$ cat config.mk
export PLATFORM = sky130hd
export DESIGN_NAME = ram_word_ctrl
export DESIGN_NICKNAME = d
export VERILOG_FILES = /design/src/rtl/ram_ctrl_pkg.sv /design/src/rtl/rr_arb2.sv /design/src/rtl/ram_word_ctrl.sv
export SDC_FILE = /design/constraint.sdc
export NUM_CORES = 1
export LEC_CHECK = 0
export ABC_CLOCK_PERIOD_IN_PS = 2250
export BUFFER_PORTS_ARGS = -buffer_cell sky130_fd_sc_hd__buf_2
export CAP_MARGIN = 40
export CORE_AREA = 2 2 150 152
export CTS_BUF_LIST = sky130_fd_sc_hd__clkbuf_4
export DETAILED_ROUTE_END_ITERATION = 10
export DIE_AREA = 0 0 152 154
export GPL_TIMING_DRIVEN = 0
export PLACE_DENSITY = 0.61
export SKIP_LAST_GASP = 1
export SYNTH_ARGS = -nofsm -noshare
export SYNTH_HDL_FRONTEND = slang
export SYNTH_HIERARCHICAL = 1
export SYNTH_SLANG_ARGS = --single-unit
$ cat constraint.sdc
create_clock -name clk -period 2.25 [get_ports clk]
set_input_delay 0.225 -clock clk [delete_from_list [all_inputs] [get_ports clk]]
set_output_delay 0.225 -clock clk [all_outputs]
set_load 0.02 [all_outputs]
$ cat src/rtl/ram_ctrl_pkg.sv
// rtl/ram_ctrl_pkg.sv - shared types and constants for the word-access RAM controller
package ram_ctrl_pkg;
  typedef enum logic [1:0] {IDLE, XFER, RESP} state_t;

  localparam int NBYTES = 4;
  localparam int BEAT_W = 2;

  localparam logic M0 = 1'b0;
  localparam logic M1 = 1'b1;
endpackage

$ cat src/rtl/rr_arb2.sv
// rtl/rr_arb2.sv - two-request round-robin arbiter with last-granted pointer
module rr_arb2 import ram_ctrl_pkg::*; (
  input  logic       clk,
  input  logic       rst_n,
  input  logic [1:0] req,
  input  logic       update,
  output logic [1:0] gnt
);
  logic last;

  // On a tie the master that was not granted last wins.
  always_comb begin
    gnt = req;
    if (req == 2'b11) gnt = (last == M0) ? 2'b10 : 2'b01;
  end

  always_ff @(posedge clk or negedge rst_n) begin
    if (!rst_n)      last <= M0;
    else if (update) last <= gnt[1] ? M1 : M0;
  end
endmodule

$ cat src/rtl/ram_word_ctrl.sv
// rtl/ram_word_ctrl.sv - two-master word controller serialising accesses into byte beats on dram
module ram_word_ctrl import ram_ctrl_pkg::*; #(
  parameter int ADDR_W = 15,
  parameter int NBYTES = ram_ctrl_pkg::NBYTES
) (
  input  logic                  clk,
  input  logic                  rst_n,
  input  logic                  m0_req,
  input  logic [ADDR_W-1:0]     m0_addr,
  output logic                  m0_gnt,
  output logic                  m0_done,
  output logic [8*NBYTES-1:0]   m0_rdata,
  input  logic                  m1_req,
  input  logic                  m1_we,
  input  logic [ADDR_W-1:0]     m1_addr,
  input  logic [8*NBYTES-1:0]   m1_wdata,
  input  logic [NBYTES-1:0]     m1_be,
  output logic                  m1_gnt,
  output logic                  m1_done,
  output logic [8*NBYTES-1:0]   m1_rdata,
  output logic                  ram_wea,
  output logic [ADDR_W-1:0]     ram_addra,
  output logic [7:0]            ram_dina,
  output logic                  ram_enb,
  output logic [ADDR_W-1:0]     ram_addrb,
  input  logic [7:0]            ram_doutb
);
  state_t                state, state_nxt;
  logic [BEAT_W-1:0]     beat;
  logic                  owner, we_q;
  logic [ADDR_W-3:0]     waddr;
  logic [8*NBYTES-1:0]   wdata_q, rbuf, rword;
  logic [NBYTES-1:0]     be_q;
  logic [1:0]            arb_gnt;
  logic                  idle, accept, last_beat;
  logic [ADDR_W-1:0]     byte_addr;
  logic                  unused_addr_lsb;

  assign unused_addr_lsb = ^{m0_addr[1:0], m1_addr[1:0]};

  // Gating with rst_n keeps grants low while reset is asserted.
  assign idle      = (state == IDLE) && rst_n;
  assign accept    = |arb_gnt;
  assign m0_gnt    = arb_gnt[0];
  assign m1_gnt    = arb_gnt[1];
  assign last_beat = (beat == BEAT_W'(NBYTES - 1));
  assign byte_addr = {waddr, beat};

  rr_arb2 u_arb (
    .clk    (clk),
    .rst_n  (rst_n),
    .req    ({m1_req, m0_req} & {2{idle}}),
    .update (accept),
    .gnt    (arb_gnt)
  );

  always_ff @(posedge clk or negedge rst_n) begin
    if (!rst_n) state <= IDLE;
    else        state <= state_nxt;
  end

  always_comb begin
    state_nxt = state;
    ram_wea   = 1'b0;
    ram_addra = '0;
    ram_dina  = '0;
    ram_enb   = 1'b0;
    ram_addrb = '0;
    case (state)
      IDLE: if (accept) state_nxt = XFER;
      XFER: begin
        if (last_beat) state_nxt = RESP;
        if (we_q) begin
          ram_wea   = be_q[beat];
          ram_addra = byte_addr;
          ram_dina  = wdata_q[{beat, 3'b000} +: 8];
        end else begin
          ram_enb   = 1'b1;
          ram_addrb = byte_addr;
        end
      end
      RESP:    state_nxt = IDLE;
      default: state_nxt = IDLE;
    endcase
  end

  // Read word as it stands once the current beat's byte is merged in.
  always_comb begin
    rword = rbuf;
    rword[{beat, 3'b000} +: 8] = ram_doutb;
  end

  always_ff @(posedge clk or negedge rst_n) begin
    if (!rst_n) begin
      beat     <= '0;
      owner    <= M0;
      we_q     <= 1'b0;
      waddr    <= '0;
      wdata_q  <= '0;
      be_q     <= '0;
      rbuf     <= '0;
      m0_done  <= 1'b0;
      m1_done  <= 1'b0;
      m0_rdata <= '0;
      m1_rdata <= '0;
    end else begin
      m0_done <= 1'b0;
      m1_done <= 1'b0;
      if (accept) begin
        owner   <= arb_gnt[1] ? M1 : M0;
        we_q    <= arb_gnt[1] & m1_we;
        waddr   <= arb_gnt[1] ? m1_addr[ADDR_W-1:2] : m0_addr[ADDR_W-1:2];
        wdata_q <= m1_wdata;
        be_q    <= m1_be;
        beat    <= '0;
      end
      if (state == XFER) begin
        beat <= beat + 1'b1;
        if (!we_q) rbuf <= rword;
        if (last_beat) begin
          if (owner == M0) begin
            m0_done <= 1'b1;
            if (!we_q) m0_rdata <= rword;
          end else begin
            m1_done <= 1'b1;
            if (!we_q) m1_rdata <= rword;
          end
        end
      end
    end
  end
endmodule

# Word level (Yosys, flattened, before mapping)
# Cells that the tools add are included.
# classes
addsub	2
magnitude_cmp	1
n_eq_ne	5
shift	3
muxes	28
bitwise	4
reduce_logical	8
# ops
cell	count
two-way mux 15 bit	4
bitwise mux 32 bit	1
variable shift 8 x 7 -> 32 bit, first input constant	1
variable part select 32 x 6 -> 8 bit	1
variable part select 8 x 7 -> 32 bit	1
two-way mux 8 bit	2
two-way mux 13 bit	1
two-way mux 1 bit	12
two-way mux 2 bit	6
AND reduction 4 bit	2
negation 5 -> 7 bit	1
== test 2 bit, second input constant	2
!= test 2 bit, second input constant	2
case mux 2 bit (2 select lines)	1
AND reduction 2 bit	2
< comparator 2 x 3 -> 1 bit, second input constant	1
adder 2 x 1 -> 2 bit, second input constant	1
AND 2 bit	1
binary-select mux 1 bit (select 2 bit)	1
== test 2 x 1 -> 1 bit, second input constant	1
zero test 2 bit	1
NOT 1 bit	2
nonzero test 2 bit	1
OR reduction 2 bit	1
other kinds (2)	2
# totals
regBits	153
inputBits	79
out_inout_bits	108

# Depth between registers and ports, before layout
# Gate-level depths: netlist of run 1.
# depth
word_depth	8
ltp_mapped	8
mapped_depth_nobuf	5

# Hierarchy
# The synthesis of run 1 kept the hierarchy.
# modules_own_cells
module	instances	cells_per_inst	area_per_inst_um2	seq_area_each_um2
ram_word_ctrl	1	560	6551.3	3628.5
rr_arb2	1	5	62.6	25.0

# Worst setup path after synthesis of run 1
# Ideal clock, no wire load.
# synth_timing
path_type	register to register
from	register state[0]
to	register be_q[0]
setup_time_ps	125
arrival_time_ps	2382
path_slack_ps	-257
path_stages_with_launch	8
n_path_buf	3
cell_sequence	dfrtp_1 -> nor4bb_1 -> a21boi_0 -> buf_6 -> or2_1 -> buf_2 -> buf_6 -> mux2_2
# synth_between
elab_chain_len	6
# synth_rtl
item	line	text
start, declared	ram_word_ctrl.sv:28	state_t state, state_nxt;
start signal, assigned	ram_word_ctrl.sv:59	else state <= state_nxt;
zero test 2 bit *	ram_word_ctrl.sv:42	assign idle = (state == IDLE) && rst_n;
logical AND 1 bit *	ram_word_ctrl.sv:42	
AND 2 bit *	ram_word_ctrl.sv:52	.req ({m1_req, m0_req} & {2{idle}}),
== test 2 bit	rr_arb2.sv:14	if (req == 2'b11) gnt = (last == M0) ? 2'b10 : 2'b01;
two-way mux 2 bit *	rr_arb2.sv:14	
via m0_gnt	ram_word_ctrl.sv:10	output logic m0_gnt,
OR reduction 2 bit *	ram_word_ctrl.sv:43	assign accept = |arb_gnt;
end signal, assigned	ram_word_ctrl.sv:114	be_q <= m1_be;
end, declared	ram_word_ctrl.sv:33	logic [NBYTES-1:0] be_q;
# Mark *: on every way through the listed nets, which the timed path passes. The rest lies on a longest branch.
# A chain may end at the register's enable or synchronous reset.

# Worst setup path after layout of run 1
# layout_timing
from	register beat[0]
to	output ram_dina[0]
# layout_between
elab_chain_len	3
# layout_rtl
item	line	text
start, declared	ram_word_ctrl.sv:29	logic [BEAT_W-1:0] beat;
start signal, assigned	ram_word_ctrl.sv:118	beat <= beat + 1'b1;
variable part select 32 x 6 -> 8 bit	ram_word_ctrl.sv:76	ram_dina = wdata_q[{beat, 3'b000} +: 8];
two-way mux 8 bit	ram_word_ctrl.sv:73	if (we_q) begin
two-way mux 8 bit	ram_word_ctrl.sv:69	case (state)
end, declared	ram_word_ctrl.sv:23	output logic [7:0] ram_dina,
# Every way passes these cells.

==> impl_metrics.toml, run 1 <==
[place]
dp_cells = 1020
gp_congestion = 0.727
place_hpwl_mm = 13.5
numPortBuffers = 174
dp_slack_ps = -513

[critical_path]
critPathSlowestCell = "mux4_2"
startpoint_type = "flip-flop"
crit_cells = 4
cp_top_family = "multiplexers"
critPathArrivalTime_ps = 2010
slowest_delay_ps = 500
crit_type = "reg -> out"
crit_chain = "buf_12, mux4_2, and3_4, buf_6"
worst_ep_required_time_ps = 2030
worstSetupEndpointType = "primary output"
r2r_cells = 8
path_buf_inv = 2
cp_max_fo = 5

[global_routing]
grt_start_max_net_pins = 84
grtUsageTotal = 0.176
grt_pass1_vias = 5584
antenna_found_initial = 0
overflow = 0
grt_first_pass_wirelength_mm = 32.2

[sta]
fin_ws_ps = 10.9
min_period_over_period = 0.995
drv_slew = 0
rsz0062_at_grt = "true"
period_minus_slack_ps = 2240
slew_headroom = 0.656
setup_viol = 0
max_freq_ghz = 0.447
fin_worst_skew_ps = 22.8
worstMarginPinSlew_ps = 516
hold_viol = 0
timing.hold.ws_ps = 66.8

[routing]
num_vias = 5537
drt-pass1-iter-count = 4
drt_wl_total_mm = 20.9
antenna_left = 0
drc = 0
dr.first_iter.drc_count = 247
wl_per_cell_um = 18.5
viasPerCell = 4.88

[synthesis]
async_reset_ff_frac = 1.00
yosysTopAreaCell = "dfrtp_1"
synthTopCellsByArea = "dfrtp_1 (55%), a21oi_1 (7.9%), mux2_2 (5.3%)"
yosysWarnings = 6
netlist_instances = 565
synth_top_area_share = 0.552
synth_area_um2 = 6610
synth_ff_type = "dfrtp_1"
yosysUniqueCellTypes = 44
syn_avg_cell_area_um2 = 11.7
synth.ff_latch_count = 146
synth_seq_area_share = 0.552
synth_nets = 649
synth_edf_count = 0

[pwr]
leakage_nw = 4.26
intPower_w = 0.00730
ir_worst_vdd_uv = 605
combPwrFrac = 0.520
seq_power_share = 0.360
clkPwrFrac = 0.121
switchingPower_w = 0.00570
power_density_nw_per_um2 = 1400
swShare = 0.438

[clocking]
cts_tree = "done"
clockBufferDepth = 2
clk_pin_slew_ps = 140
cts_buffers = 17
cts_num_sinks = 146
insertion_delay_ps = 560
cts.htree.levels = 4
cts-root-buf = "clkbuf_4"

[job]
drv_cap = 0

[worst_hold_path]
min_path_cells = 3
holdCritPathClass = "in -> reg"

[floorplan]
start_util = 0.305
die_area_um2 = 23400
ios = 187
die_h_um = 154
core_area_um2 = 21700
die_w_um = 152
row_count = 54

[cells_and_area]
area_delta_synth_final_pct = 40.1
layout_commonest_cell = "buf_2"
final_cell_count_no_fill = 1134
final_nets = 924
drive_gt1_frac = 0.409
layout_common_cells = "buf_2 (183), dfrtp_1 (142), a21oi_1 (104)"
final_core_util = 0.427

[run_status]
status = "finished, final reports clean"
-- through the flow --
step | power, W | area [µm²] | setup TNS, ps
after floorplan | 0.00852 | 6620 | 0
after global placement | 0.0105 | 7840 | -365480
after detailed placement | 0.0106 | 7870 | -47950
after CTS | 0.0125 | 8920 | -379
after global routing | 0.0139 | 9260 | -828
final | 0.0130 | 9270 | 0
-- timing repair --
item	4_1_cts	5_1_grt
gates cloned	0	2
hold endpoints to repair	128	0
buffers inserted	3	7
resized for setup	24	61
endpoints found under the setup margin	147	157
pin swaps	2	2
hold buffers	70	0
-- cells by family (layout without fill, tap and decap cells) --
logic type	after synthesis	count (layout)	synth area share
other cells	0	1	0
flops	146	146	0.552
simple gates	97	97	0.0910
fa+ha+maj	5	5	0.00946
buf+inv	70	358	0.0583
compound gates	180	180	0.162
mux	67	67	0.127
-- power groups by stage --
stage / Sequential, W / Clock [W] / Combinational [W]
after detailed placement: 0.00468 / 0 / 0.00592
after floorplan: 0.00518 / 0 / 0.00334
after global routing: 0.00483 / 0.00176 / 0.00733
final: 0.00468 / 0.00157 / 0.00675
after global placement: 0.00467 / 0 / 0.00584
after CTS: 0.00462 / 0.00164 / 0.00622
-- cells in the mapped netlist, types with 3 or more instances --
| cell | n |
|---|---|
| mux2i_1 | 21 |
| buf_6 | 10 |
| clkbuf_1 | 14 |
| o21ai_0 | 29 |
| buf_4 | 3 |
| buf_2 | 27 |
| nand2_1 | 15 |
| nand2_2 | 4 |
| nand3_1 | 8 |
| a32oi_1 | 16 |
| mux2_2 | 31 |
| ha_1 | 5 |
| mux2_1 | 5 |
| a22o_1 | 24 |
| mux4_2 | 7 |
| dfrtp_1 | 146 |
| and2_1 | 17 |
| a21oi_1 | 104 |
| and3_1 | 29 |
| nor2b_1 | 9 |
| inv_1 | 13 |
-- worst paths after layout --
check	from	to	slack, ps
worst max-delay path	beat[0]$_DFFE_PN0P_	ram_dina[0]	10
max in group asynchronous	rst_n	m0_rdata[17]$_DFFE_PN0P_	1590
worst min-delay path	ram_doutb[1]	m1_rdata[25]$_DFFE_PN0P_	70
min in group asynchronous	rst_n	wdata_q[22]$_DFFE_PN0P_	270
worst max register to register	beat[0]$_DFFE_PN0P_	m0_rdata[14]$_DFFE_PN0P_	90
worst min register to register	wdata_q[0]$_DFFE_PN0P_	wdata_q[0]$_DFFE_PN0P_	520
-- routing by layer --
metal	GRT usage	routed length [µm]	share of wire
met3	0.0386	1000	0.048
met4	0.0458	231	0.011
met2	0.302	10500	0.50
met5	0	0	0
met1	0.228	9170	0.44
-- final cells by class --
cell class | count | area (µm²)
clock buffer | 17 | 128
clock inverter | 15 | 120
tap | 280 | 350
antenna | 1 | 2.50
multi-input combinational | 349 | 2750
inverter | 14 | 52.6
buffer | 55 | 385
sequential | 146 | 3660
timing repair buffer | 257 | 1820
fill | 2077 | 12400
-- tightest hold or removal path, cell delays in order --
cell,delay [ps]
buf_2,180
nand3_1,110
mux2i_1,70
-- registers in the layout (all words and copies together) (netlist names) --
name / cells
be_q: 4
beat: 2
m0_done: 1
m0_rdata: 32
m1_done: 1
m1_rdata: 32
owner: 1
rbuf: 24
state: 2
u_arb/last: 1
waddr: 13
wdata_q: 32
we_q: 1
No activity file was read; power rests on OpenSTA's default activity.
==> run 2, diff against run 1 <==
Settings changed: CORE_AREA 2 2 150 152 to 2 2 154 156, DIE_AREA 0 0 152 154 to 0 0 156 158, SYNTH_HIERARCHICAL 1 to unset.
==> run 2 against run 1 <==
Highest routed layer unchanged. Design area grew 5.9%. Power decreased by 3.6%. Critical path type unchanged. Count of clock-buffer cells in the layout did not move. Synthesized cell count decreased by 1.9%. Hold slack gained 220 ps.
==> impl_metrics.toml, run 2 <==
[run_status]
status = "finished, final reports clean"

[floorplan]
core_area_um2 = 23100
die_w_um = 156
ios = 187
die_h_um = 158
row_count = 56
die_area_um2 = 24600
start_util = 0.304

[synthesis]
synth_area_um2 = 7000
yosysUniqueCellTypes = 36
synthTopCellsByArea = "dfrtp_1 (55%), mux2_2 (16%), a22o_1 (4.1%)"
yosysWarnings = 0
yosysTopAreaCell = "dfrtp_1"
synthMostInstantiatedCell = "dfrtp_1"
async_reset_ff_frac = 1.00
syn_avg_cell_area_um2 = 12.6
netlist_instances = 554
synth_ff_type = "dfrtp_1"
synth_seq_area_share = 0.547
synth_common_cells = "dfrtp_1 (153), mux2_2 (100), a22o_1 (33), o21ai_0 (31), nand2_1 (30)"
synth_nets = 639
synth_edf_count = 0
synth_top_area_share = 0.547
synth.ff_latch_count = 153

[sta]
fin_worst_skew_ps = 21.9
hold_viol = 0
min_period_over_period = 0.983
worstMarginPinSlew_ps = 530
setup_tns_ps = 0
fin_ws_ps = 38.4
period_minus_slack_ps = 2210
setup_viol = 0
drv_slew = 0
max_freq_ghz = 0.452
rsz0062_at_grt = "true"
timing.hold.ws_ps = 292
slew_headroom = 0.645

[place]
numPortBuffers = 182
dp_slack_ps = -402
place_hpwl_mm = 13.8
gp_congestion = 0.723
dp_cells = 1027
placed_cell_area_um2 = 8340

[global_routing]
grt_start_max_net_pins = 77
grt_first_pass_wirelength_mm = 31.9
grtUsageTotal = 0.169
antenna_found_initial = 1
grt_pass1_vias = 5606
overflow = 0

[routing]
viasPerCell = 4.79
drt-pass1-iter-count = 4
num_vias = 5508
wl_per_cell_um = 17.8
drc = 0
antenna_left = 0
dr.first_iter.drc_count = 262
drt_wl_total_mm = 20.5

[cells_and_area]
final_nets = 932
layout_commonest_cell = "buf_2"
drive_gt1_frac = 0.477
area_delta_synth_final_pct = 40.1
layout_common_cells = "buf_2 (181), dfrtp_1 (148), mux2_2 (100)"
final_cell_count_no_fill = 1150
postLayoutCellArea_um2 = 9810
antenna_cells = 0

[pwr]
leakage_nw = 4.66
power_density_nw_per_um2 = 1280
ir_worst_vdd_uv = 535

[clocking]
insertion_delay_ps = 530
clk_pin_slew_ps = 160
cts_tree = "done"
clockBufferDepth = 2
cts_num_sinks = 153
cts-root-buf = "clkbuf_4"
cts_buffers = 17
cts.htree.levels = 4

[job]
drv_cap = 0

[critical_path]
worstSetupEndpointType = "primary output"
r2r_cells = 9
startpoint_type = "flip-flop"
crit_type = "reg -> out"
critPathArrivalTime_ps = 1990
cp_max_fo = 5
worst_ep_required_time_ps = 2030

[worst_hold_path]
holdCritPathClass = "in -> async"
==> run 2: cell types whose count changed in the layout (fill, tap and decap cells not counted), sizes merged, moves of 6 or more <==
cell / previous run / this run
inv: 23 / 17
mux2i: 21 / 8
dlygate4sd3: 69 / 75
a22o: 24 / 33
nand2: 19 / 30
dfrtp: 146 / 153
a32oi: 16 / 0
nand4b: 0 / 9
a21oi: 104 / 14
mux2: 37 / 100
a31oi: 0 / 14
a31o: 0 / 8
==> run 2: path summary, 6_finish.rpt <==
kind | startpoint | endpoint | slack, ps
max | beat[0]$_DFFE_PN0P_ | ram_dina[6] | 40
min | rst_n | rbuf[26]$_DFFE_PN0P_ | 290
max reg2reg | beat[0]$_DFFE_PN0P_ | m0_rdata[23]$_DFFE_PN0P_ | 40
min reg2reg | rbuf[17]$_DFFE_PN0P_ | rbuf[17]$_DFFE_PN0P_ | 490
max in group asynchronous | rst_n | m0_rdata[17]$_DFFE_PN0P_ | 990
min in group clk | m1_wdata[12] | wdata_q[12]$_DFFE_PN0P_ | 440
==> run 2: stage by stage <==
| stage | total power [W] | util |
|---|---|---|
| 2_1_floorplan | 0.00835 | - |
| 3_3_place_gp | 0.0101 | 0.360 |
| 6_report | 0.0125 | 0.426 |
| 5_1_grt | 0.0135 | 0.426 |
| 3_5_place_dp | 0.0103 | 0.362 |
| 4_1_cts | 0.0126 | 0.422 |
==> run 2: power breakdown <==
part	internal, W	switching, W	total (W)
registers	0.00388	0.000631	0.00451
clock network	0.000573	0.00109	0.00166
logic	0.00302	0.00334	0.00636
total	0.00746	0.00506	0.0125
==> run 2: layer usage <==
metal	global-route usage	part of all wire	vias to the layer above
met5	0	0	-
met4	0.0376	0.0053	0
met3	0.0433	0.066	6
met2	0.280	0.49	173
met1	0.224	0.44	2718
li1	-	-	2611
==> run 2: final cells by class <==
class                      instances  area, µm²
tap                              290        363
clock buffer                      17        128
clock inverter                    15        141
buffer                            42        305
fill                            2194      13200
multi-input combinational        346       3010
timing repair buffer             274       1980
sequential                       153       3830
inverter                          13       56.3
==> run 2: cells by family (layout without fill, tap and decap cells) <==
logic type | count (synthesis) | after routing | synth area share
adder cells (fa/ha/maj) | 6 | 6 | 0.0107
AO/OA/AOI/OAI | 104 | 104 | 0.100
AND/OR/NAND/NOR | 119 | 119 | 0.103
flip-flops | 153 | 153 | 0.547
multiplexers | 117 | 117 | 0.201
buffers and inverters | 55 | 361 | 0.0384
==> run 2: repair_timing <==
action / in CTS / in global routing
pin swaps: 1 / 2
setup buffers: 9 / 4
endpoints found under the setup margin: 133 / 96
hold buffers: 77 / 0
hold endpoints to repair: 176 / 0
cloned: 1 / 0
gates resized for setup: 52 / 31
==> run 2: critical path, cell delays in order, from the launching register on <==
cell	delay, ps
dfrtp_2	410
buf_12	130
buf_12	110
mux4_2	490
and3_4	200
buf_6	120
